$ cat config.mk
export PLATFORM = sky130hd
export DESIGN_NAME = bp_cce_ucode_loader
export DESIGN_NICKNAME = d
export VERILOG_FILES = /design/src/rtl/bp_cce_ucode_loader.sv
export SDC_FILE = /design/constraint.sdc
export NUM_CORES = 1
export LEC_CHECK = 0
export ABC_AREA = 0
export BUFFER_PORTS_ARGS = -buffer_cell sky130_fd_sc_hd__buf_2
export CORE_ASPECT_RATIO = 0.5
export CORE_UTILIZATION = 35
export CTS_CLUSTER_SIZE = 16
export DETAILED_ROUTE_END_ITERATION = 10
export GPL_TIMING_DRIVEN = 0
export HOLD_SLACK_MARGIN = 0.03
export MAX_ROUTING_LAYER = met4
export PLACE_DENSITY = 0.89
export SLEW_MARGIN = 25
export SYNTH_ARGS = -nofsm -noshare
export SYNTH_HDL_FRONTEND = slang
export SYNTH_SLANG_ARGS = --single-unit
$ cat constraint.sdc
create_clock -name clk_i -period 2.6 [get_ports clk_i]
set_clock_uncertainty 0.2 [all_clocks]
set_input_delay 0.52 -clock clk_i [delete_from_list [all_inputs] [get_ports clk_i]]
set_output_delay 0.52 -clock clk_i [all_outputs]
set_load 0.005 [all_outputs]
$ cat src/rtl/bp_cce_ucode_loader.sv
// CCE microcode loader: streams instructions into the ucode RAM; with
// BP_CCE_UCODE_VERIFY_EN defined it reads them back and compares checksums.
module bp_cce_ucode_loader #(
   parameter int cce_pc_width_p    = 8,
   parameter int cce_instr_width_p = 48
) (
   input  logic                         clk_i,
   input  logic                         reset_i,
   input  logic                         start_i,
   input  logic [cce_pc_width_p:0]      len_i,
   input  logic                         instr_v_i,
   input  logic [cce_instr_width_p-1:0] instr_i,
   output logic                         instr_ready_o,
   output logic                         ucode_v_o,
   output logic                         ucode_w_o,
   output logic [cce_pc_width_p-1:0]    ucode_addr_o,
   output logic [cce_instr_width_p-1:0] ucode_data_o,
   input  logic [cce_instr_width_p-1:0] ucode_data_i,
   output logic                         busy_o,
   output logic                         done_o,
   output logic                         error_o
);

   typedef enum logic [2:0] {
      IDLE,
      WRITE,
      VERIFY,
      DRAIN,
      DONE
   } state_e;

   localparam logic [cce_pc_width_p:0] one_lp = 1;

   state_e                  state_r, state_n;
   logic [cce_pc_width_p:0] cnt_r, cnt_n;
   logic [cce_pc_width_p:0] len_r, len_n;
   logic                    done_r, done_n;
   logic                    start_ok;
   logic                    wr_end;
   logic                    rd_last;
   logic                    accept;

   assign start_ok = start_i
                   & ((state_r == IDLE) | (state_r == DONE));
   assign wr_end   = (cnt_r == len_r);
   assign rd_last  = (cnt_r == (len_r - one_lp));
   assign accept   = instr_v_i & instr_ready_o;

   assign busy_o = (state_r == WRITE)
                 | (state_r == VERIFY)
                 | (state_r == DRAIN);
   assign done_o = done_r;

   // RAM-side outputs are gated by reset so no write leaks out mid-reset
   always_comb begin
      instr_ready_o = 1'b0;
      ucode_v_o     = 1'b0;
      ucode_w_o     = 1'b0;
      ucode_addr_o  = cnt_r[cce_pc_width_p-1:0];
      ucode_data_o  = instr_i;
      if (!reset_i) begin
         case (state_r)
            WRITE: begin
               if (!wr_end) begin
                  instr_ready_o = 1'b1;
                  ucode_v_o     = instr_v_i;
                  ucode_w_o     = instr_v_i;
               end
            end
            VERIFY: begin
               ucode_v_o = 1'b1;
            end
            default: begin
            end
         endcase
      end
   end

   always_comb begin
      state_n = state_r;
      cnt_n   = cnt_r;
      len_n   = len_r;
      done_n  = done_r;
      case (state_r)
         IDLE, DONE: begin
            if (start_i) begin
               len_n  = len_i;
               cnt_n  = '0;
               done_n = 1'b0;
               state_n = WRITE;
               if (len_i == '0) begin
                  state_n = DONE;
                  done_n  = 1'b1;
               end
            end
         end
         WRITE: begin
            if (wr_end) begin
               cnt_n = '0;
`ifdef BP_CCE_UCODE_VERIFY_EN
               state_n = VERIFY;
`else
               state_n = DONE;
               done_n  = 1'b1;
`endif
            end else if (accept) begin
               cnt_n = cnt_r + one_lp;
            end
         end
`ifdef BP_CCE_UCODE_VERIFY_EN
         VERIFY: begin
            cnt_n = cnt_r + one_lp;
            if (rd_last) begin
               state_n = DRAIN;
            end
         end
         DRAIN: begin
            state_n = DONE;
            done_n  = 1'b1;
         end
`endif
         default: begin
            state_n = IDLE;
         end
      endcase
   end

   always_ff @(posedge clk_i) begin
      if (reset_i) begin
         state_r <= IDLE;
         cnt_r   <= '0;
         len_r   <= '0;
         done_r  <= 1'b0;
      end else begin
         state_r <= state_n;
         cnt_r   <= cnt_n;
         len_r   <= len_n;
         done_r  <= done_n;
      end
   end

`ifdef BP_CCE_UCODE_VERIFY_EN
   logic [cce_instr_width_p-1:0] wsum_r, wsum_n;
   logic [cce_instr_width_p-1:0] rsum_r, rsum_n;
   logic                         rd_pend_r;
   logic                         err_r, err_n;

   // The last read returns during DRAIN, so compare against rsum_n
   always_comb begin
      wsum_n = wsum_r;
      rsum_n = rsum_r;
      err_n  = err_r;
      if (start_ok) begin
         wsum_n = '0;
         rsum_n = '0;
         err_n  = 1'b0;
      end else begin
         if (accept) begin
            wsum_n = wsum_r ^ instr_i;
         end
         if (rd_pend_r) begin
            rsum_n = rsum_r ^ ucode_data_i;
         end
         if (state_r == DRAIN) begin
            err_n = (wsum_r != rsum_n);
         end
      end
   end

   always_ff @(posedge clk_i) begin
      if (reset_i) begin
         wsum_r    <= '0;
         rsum_r    <= '0;
         rd_pend_r <= 1'b0;
         err_r     <= 1'b0;
      end else begin
         wsum_r    <= wsum_n;
         rsum_r    <= rsum_n;
         rd_pend_r <= (state_r == VERIFY);
         err_r     <= err_n;
      end
   end

   assign error_o = err_r;
`else
   logic unused_rdata;
   assign unused_rdata = ^ucode_data_i;
   assign error_o      = 1'b0;
`endif

endmodule
# == Yosys cells after proc, flatten, opt, wreduce, memory -nomap -nowiden ==
# Index checks and enable logic that the tools add are counted.
# op_classes
n_eq_ne,8
bitwise,3
add_sub_neg,1
n_reduce_logical,8
mux,20
# ops
op,count
$mux 9,3
$pmux 9 s2,1
$mux 1,10
$add 9x1->9 const B,1
$eq 9x9->1,1
$logic_not 9->1,1
$mux 3,3
$eq 3x2->1 const B,2
$pmux 3 s2,1
$reduce_and 3->1,2
$ne 2x2->1 const B,2
$pmux 1 s2,2
$reduce_and 2->1,2
$eq 3x1->1 const B,1
$eq 3x3->1 const B,1
$logic_not 3->1,1
$ne 3x3->1 const B,1
$or 1x1->1,2
$reduce_bool 2->1,1
$reduce_or 2->1,1
$and 1x1->1,1
# word_totals
output_inout_bits,62
ff_bits,22
wordCells,44
input_bits,109

# == Depth between registers and ports, before layout ==
# Gate-level depths: netlist (run 1).
# logic_depth
word_depth,8
depth_mapped,6
ltp_nobuf,6

# == Worst setup path after synthesis (run 1) ==
# OpenSTA, ideal clock, no wires.
# synth_path
path_type,flip-flop to output port
start,register cnt_r[1]
end,output ucode_w_o
required_ns,1.880
path_slack_ns,0.510
stages_incl_launch_ff,7
path_buffers,2
t_arrival_ns,1.370
path_cell_list,dfxtp_1 xnor2_2 nand4_1 nor4_1 buf_2 nor3_1 buf_4
# synth_between
elab_chain_cells,4
# synth_rtl
item,line_no,source
from (decl),35,"logic [cce_pc_width_p:0] cnt_r, cnt_n;"
from (signal assigned),136,cnt_r <= cnt_n;
$eq 9x9->1,45,assign wr_end = (cnt_r == len_r);
$mux 1,64,if (!wr_end) begin
$mux 1,62,case (state_r)
$mux 1,61,if (!reset_i) begin
to (decl),15,"output logic ucode_w_o,"
# No other way between the ends.

# == Final worst setup path (run 1) ==
# layout_path
start,register cnt_r[7]
end,output ucode_w_o
# The elaborated chain is that of the path after synthesis.

==> flow_results.org, run 1 <==
** Clock network
- At the later pin of the worst-skew pair, clock insertion delay measures 260 ps.
- Number of CTS-inserted buffers :: 3
- Clock root buffer master :: clkbuf_8
- Clock tree synthesis found a total of 21 sinks.
- TritonCTS built the clock tree.
- CTS built an H-tree with a depth of 1.
- Clock-pin slew of the registers on the worst-case setup and hold paths :: 80 ps
- Max Root-Sink Buffers :: 2
- Buffers inserted to repair hold after CTS numbered 0.

** Timing
- Endpoints failing setup :: 0
- The final-report hold violation count came to 0.
- Unrepaired setup endpoints after global routing :: false
- Setup ws final :: ~120 ps
- Fmax achieved :: 403.2 MHz
- The final critical path takes up 95.38% of the cycle.
- Post-route setup TNS :: 0 ps
- The final max-slew violation count is 0.
- Subtracting the final worst setup slack from the clock period gives between 2000 and 2500 ps.

** Logic synthesis
- Mapped Nets :: 318
- Dominant register cell in the synthesized netlist :: dfxtp_1
- Of all flip-flops after synthesis, the portion carrying an async set or reset was 0%.
- buf_4 takes more of the synthesized area than any other cell.
- Share of the synthesized area in the top cell type :: between 20% and 30%
- Cell types occupying the most area after synthesis :: buf_4, dfxtp_1, nand2_1
- In this run, synthesis produced a sequential element count of 21.
- The cell area that synthesis handed to floorplanning was approximately 1600 µm².
- Synthesized area divided by synthesized cell count :: between 7 and 8 µm²
- Yosys printed 0 warnings.
- Post-synthesis cell type count :: 46
- After synthesis, flip-flops and latches occupy 25.87% of the total area.
- The synthesized design contains 0 enable-type register cells.
- The cell count after synthesis came out at ~210.

** Critical path
- Data arrives at the worst endpoint at 1760 ps.
- The worst register-to-register path has a setup slack of 600 ps.
- CP Launch Type :: flop
- Grouping stages by cell kind, the critical path spends the most delay in simple AND/OR/NAND/NOR gates.
- In this run the critical register-to-register path is launched from cnt_r[7].
- The critical path contains buffers and inverters numbering 3 combined.
- The worst setup path is captured at a primary output.
- In this design, the stage delay of the slowest critical-path cell is 440 ps.
- Most common cell on crit path :: buf_4
- Along the worst path, the maximum fanout reaches 7.
- Data on the critical path is required at its endpoint by 1880 ps.
- Category of the most critical setup path :: reg2out
- Slowest CP cell :: dfxtp_1
- Capture point of the worst reg-to-reg path :: cnt_r[7]
- The signal on the critical path passes through xnor2_2 -> nand4_1 -> nor4_2 -> buf_4 -> nor3_1 -> buf_4 -> buf_2.
- The worst register-to-register path has a depth of 6.

** Cells and area
- In the layout the commonest cells are buf_2, buf_4, nand2_1, a21oi_1, dfxtp_1.
- Number of antenna cells inserted :: 0
- Fraction of layout instances using a drive strength above 1 :: 54.51%
- The multi-input combinational cells in the finished layout cover a total of 701.9 µm².
- Most common cell after layout, fill and taps aside :: buf_2
- Registers take roughly 430 µm².
- Filler instances :: ~440
- Number of nets in the layout :: ~400
- Area grow syn2layout :: 32.41%

** Hold path
- Hold Path Origin :: len_r[5]
- Hold worst-path end :: len_r[5]
- WHS Path Cells :: 2
- The min-delay analysis places its worst path in the category reg2reg.

** Status
- The final reports fail on DRC.
- The run finished, with violations left.

** Drt
- Remaining DRCs :: 9
- The routed design has 3.878 mm of wire.
- WL per Instance :: approximately 11 µm
- Post-route antenna net violation count :: 0
- The detailed router finished its first iteration with 87 violations.
- Drt via density :: 4.759
- Before antenna repair, the detailed router went through 9 iterations.
- The routed layout has 1642 vias.

** Run
- The tool flagged a number of max-cap violations equal to 0.

** GRT
- Number of antenna violations at the first check in global routing :: 0
- Global routing used 15.00% of the available tracks.
- Residual overflow from global routing :: 0
- First-pass GRT wire length :: 5.809 mm
- Entering global routing, the biggest net connects 14 pins.
- The via count of the first global-routing pass came to between 1000 and 1500.

** Die
- The initial utilization of the core area, before any placement, comes to 36.74%.
- Std-Cell Core Area :: 4424 µm²
- Die Width :: 98.37 µm
- Die area :: a little under 5000 µm²
- For this design the top-level I/O count stands at between 150 and 200.
- Die Span Y :: roughly 50 µm
- In this run the core area contains 17 standard-cell rows.

** Place
- Worst Setup Slack post-DPL :: 184.9 ps
- Summed over all nets, the half-perimeter wirelength after detailed placement is 2.939 mm.
- Buffers placed on the I/O ports in this run total between 70 and 80.
- Weighted congestion reported at the end of routability-driven placement :: 0.8444

** Pwr
- Cell leakage power :: 0.001094 µW
- IR analysis of the VDD net gives a maximum drop of 0.2560 mV.
- Power spread over the standard cell area amounts to approximately 450 nW/µm².
[routing by layer]
metal,vias to the layer above,part of all wire [%],GRT usage [%]
met3,6,12,3.203
met5,-,0,-
met1,723,36,16.44
met4,0,1.2,3.483
met2,105,50,28.40
li1,808,-,-
[tightest hold or removal path, cell delays in order (launching register included)]
cell     delay [ps]
dfxtp_1         320
nand2_1          50
a21oi_1          50
[power breakdown]
group	switching, µW	total, µW	internal [µW]	leakage [µW]
logic	159	362	202	0.000897
registers	36.2	386	350	0.000175
clock network	111	219	108	0.0000217
total	307	967	660	0.00109
[cells in the mapped netlist (2+ instances only)]
cell	instances
o21ai_1	2
a31oi_1	6
xnor2_2	3
or3_1	2
nor3_1	4
buf_4	58
nand3_1	5
o221ai_1	3
xnor2_1	4
dfxtp_1	21
a21oi_1	18
clkbuf_1	3
nor4_1	2
xor2_1	2
nand2_1	25
nand2b_1	3
nor2_1	7
or4_1	2
buf_2	4
inv_1	7
and3_1	2
[what timing repair did]
item / CTS / global route
pin swaps: 0 / 0
buffers inserted: 0 / 3
endpoints found under the setup margin: 2 / 2
cloned: 0 / 0
resized for setup: 6 / 3
[cell families (layout without fill, tap and decap cells)]
logic type	Yosys count	after routing	share of synthesized area, %
flip-flops	21	21	25.87
adder cells (fa/ha/maj)	1	1	0.7697
multiplexers	2	2	1.309
buffers and inverters	74	154	31.33
other	1	1	0.2307
XOR/XNOR	9	9	6.236
AO/OA/AOI/OAI	42	42	16.94
AND/OR/NAND/NOR	58	58	17.32
[how the worst max path moves through the flow]
stage | end | slack, ps | depth (start not counted) | start
floorplan | ucode_w_o | 510 | 6 | cnt_r[1]
global placement | ucode_w_o | 200 | 7 | cnt_r[4]
detailed placement | ucode_w_o | 180 | 7 | cnt_r[4]
CTS | ucode_w_o | 10 | 7 | cnt_r[3]
global route | ucode_w_o | 4 | 7 | cnt_r[7]
finish | ucode_w_o | 120 | 7 | cnt_r[7]
[registers in the layout (all words and copies together), names as in the netlist]
name / cells
cnt_r: 9
len_r: 9
state_r: 2
done_o: 1
[metrics by stage]
| stage | util, % | std cells | total power (µW) | area, µm² | hold WS (ps) |
|---|---|---|---|---|---|
| final | 48.64 | 345 | 966.9 | 2152 | 270.3 |
| after floorplan | - | 208 | 616.9 | 1625 | 247.8 |
| after CTS | 47.91 | 342 | 945.1 | 2120 | 270.8 |
| after detailed placement | 46.61 | 338 | 721.4 | 2062 | 259.1 |
| after global routing | 48.64 | 345 | 1024 | 2152 | 292.0 |
| after global placement | 46.61 | 338 | 715.4 | 2062 | 256.0 |
[layout make-up]
type                            count  area share, %
Sequential cell                    21          20.00
Tap cell                           57          3.314
Clock buffer                        3          1.919
Buffer                             66          22.38
Inverter                            8          1.395
Clock inverter                      1         0.3488
Multi-Input combinational cell    113          32.62
Timing Repair Buffer               76          18.02
Note: power is estimated with default switching activity, not from simulation.
==> run 2, diff against run 1 <==
- CTS_CLUSTER_DIAMETER: not set -> 200
- PLACE_DENSITY: 0.89 -> 0.77
==> flow_results.org, run 2 (synthesized netlist as in run 1, its figures left out) <==
** Status
- The checks that failed: DRC.
- The flow ran to the end, but the final reports show violations.

** Place
- The detailed placement HPWL came to 3.324 mm (+13%).
- The routability-driven placement congestion ratio was 0.8509 (+0.77%).
- Worst Setup Slack post-DPL :: 99.65 ps (-85.28 ps)
- The number of buffers added on ports is 73 (unchanged).

** Die
- The die area was 4937 µm² (unchanged).
- The count of standard-cell rows was 17 (unchanged).
- The die height came to 50.19 µm (unchanged).
- The I/O pin total came to 171 (unchanged).
- Std-Cell Core Area :: 4424 µm² (unchanged)
- The chip width is 98.37 µm (unchanged).
- The initial cell density of the core came to 36.74% (unchanged).

** Clock network
- Clock tree from TritonCTS :: done
- Clock root buffer master :: clkbuf_8
- Clock sink total :: 21 (unchanged)
- Clock-pin slew of the registers on the worst-case setup and hold paths :: 80 ps (about the same)
- Number of CTS-inserted buffers :: 3 (unchanged)
- Clock latency reported for the late side of the worst-skew pair :: 260 ps (about the same)
- The number of hold-repair buffers added at the cts stage was 0 (unchanged).
- The H-tree level count is 1 (unchanged).
- Max Root-Sink Buffers :: 2 (unchanged)

** Cells and area
- Most common cell after layout, fill and taps aside :: buf_2
- Final design utilization :: 50.28% (+1.6 points)
- In the layout the commonest cells are buf_2, buf_4, nand2_1, a21oi_1, dfxtp_1.
- The number of nets at the end of the flow came to 403 (+1.0%).
- The proportion of layout cells with a drive suffix above 1 came to 57.19% (+2.7 points).
- Relative to the synthesized area, the layout overhead comes to 36.87%.
- Registers with the most flip-flops :: cnt_r x9, len_r x9, state_r x2
- The number of antenna cells inserted was 0 (unchanged).

** Critical path
- Worst Path Arrival :: 1740 ps (-20 ps)
- The worst setup path is captured at a primary output.
- The worst register-to-register path begins at cnt_r[7].
- Critical Path Source :: cnt_r[7]
- CP Launch Type :: flop
- Critical Path Fanout Max :: 5 (-2)
- The delay contributed by the slowest stage of the critical path is 360 ps (-80 ps).
- Data required time of the critical path :: 1880 ps (about the same)
- Traced cell by cell, the critical path runs through xnor2_2 -> nand4_1 -> nor4_4 -> buf_4 -> nor3_1 -> buf_2.
- Slowest CP cell :: dfxtp_4
- Category of the most critical setup path :: reg2out

** GRT
- First-pass GRT wire length :: 6.161 mm (+6.1%)
- The maximum number of pins on one net before global-route repair is 14 (unchanged).
- The overall overflow remaining after global route is 0 (unchanged).
- The initial antenna violation count was 0 (unchanged).
- Via count of the first global-routing pass :: 1371 (+1.5%)
- The total routing resource utilization after global routing came to 16.23% (+1.2 points).

** Pwr
- VDD IR max :: 0.2586 mV (+1.0%)
- The register share of total power was 37.9% (-2.0 points).
- The switching part of the total power came to 32.87% (+1.2 points).
- The total power divided by cell area is 457.9 nW/µm² (+1.9%).
- The clock share of power is 21.9% (-0.8 points).
- The switching power total came to 334.8 µW (+9.2%).
- The leakage dissipation was 0.001120 µW (+2.4%).
- The combinational share of power is 40.3% (+2.9 points).
- Internal power summed over all cells :: 683.8 µW (+3.6%)

** Timing
- The worst hold slack came to 275.7 ps (+5.404 ps).
- The final-report hold violation count is 0 (unchanged).
- The smallest setup slack after layout was 143.5 ps (+23.42 ps).
- The final clock period utilization by the worst path was 94.48% (-0.90 points).
- The highest attainable clock frequency came to 407.1 MHz (+0.95%).
- The accumulated negative setup slack was 0 ps (unchanged).
- The final max-slew violation count was 0 (unchanged).
- Unrepaired setup endpoints after global routing :: false
- The minimum period implied by the final worst setup slack came to 2457 ps (-23.42 ps).
- The setup violation total in the final timing report came to 0 (unchanged).

** Drt
- The final routed DRC violation total is 11 (+2).
- WL per Instance :: 12.61 µm (+12%)
- Via total after detailed routing :: 1701 (+3.6%)
- The number of detailed-route iterations in the first pass is 7 (-2).
- Drt via density :: 4.874 (+2.4%)
- The initial detailed-routing violation count came to 66 (-24%).
- The number of routed nets with antenna violations came to 0 (unchanged).
- The wire length reported by the detailed router was 4.402 mm (+14%).

** Hold path
- The min-delay analysis places its worst path in the category reg2reg.
- The worst hold path begins at len_r[3].

** Run
- Number of maximum-capacitance constraint violations :: 0 (unchanged)
[run 2: power by group through the flow]
stage / Combinational [µW] / Sequential [µW] / Clock, µW
global placement: 331 / 390 / 0
finish: 410 / 386 / 223
global route: 444 / 390 / 242
CTS: 346 / 385 / 228
floorplan: 236 / 380 / 0
detailed placement: 337 / 391 / 0
[run 2: worst max-delay path, delay by kind of cell (launching register included)]
family,cells,cell delay (ps)
and+or+nand+nor,3,610
DFF,1,360
buffers and inverters,2,340
xor gates and xnor gates,1,160
[run 2: repair_timing]
action / in CTS / in global routing
pin swaps: 0 / 3
setup endpoints to repair: 3 / 1
setup buffers: 0 / 7
gates cloned: 0 / 1
gates resized for setup: 7 / 13
[run 2: metal layers]
metal | part of all wire (%) | global-route usage [%]
met3 | 12 | 4.318
met5 | 0 | -
met4 | 0.59 | 3.483
met2 | 50 | 31.46
met1 | 37 | 16.82
[run 2: cell type report]
cell class | count | area, µm²
clock buffers | 3 | 41.29
clock inverters | 1 | 7.507
multi-input cells | 113 | 725.7
well taps | 57 | 71.32
plain buffers | 65 | 474.2
repair buffers | 81 | 429.2
inverters | 8 | 30.03
fillers | 441 | 2200
flip-flops and latches | 21 | 445.4
[run 2: path summary, 6_finish.rpt]
kind	end	slack, ps	cells after the start
setup / recovery	ucode_w_o	140	6
hold reg to reg	len_r[3]	280	2
hold / removal	len_r[3]	280	2
setup reg to reg	cnt_r[6]	430	7
[run 2: stage by stage]
step | area, µm² | power (µW) | std cells
after detailed placement | 2062 | 728.5 | 338
after CTS | 2126 | 958.9 | 342
final | 2225 | 1019 | 349
after global placement | 2062 | 720.9 | 338
after floorplan | 1625 | 616.9 | 208
after global routing | 2225 | 1076 | 349
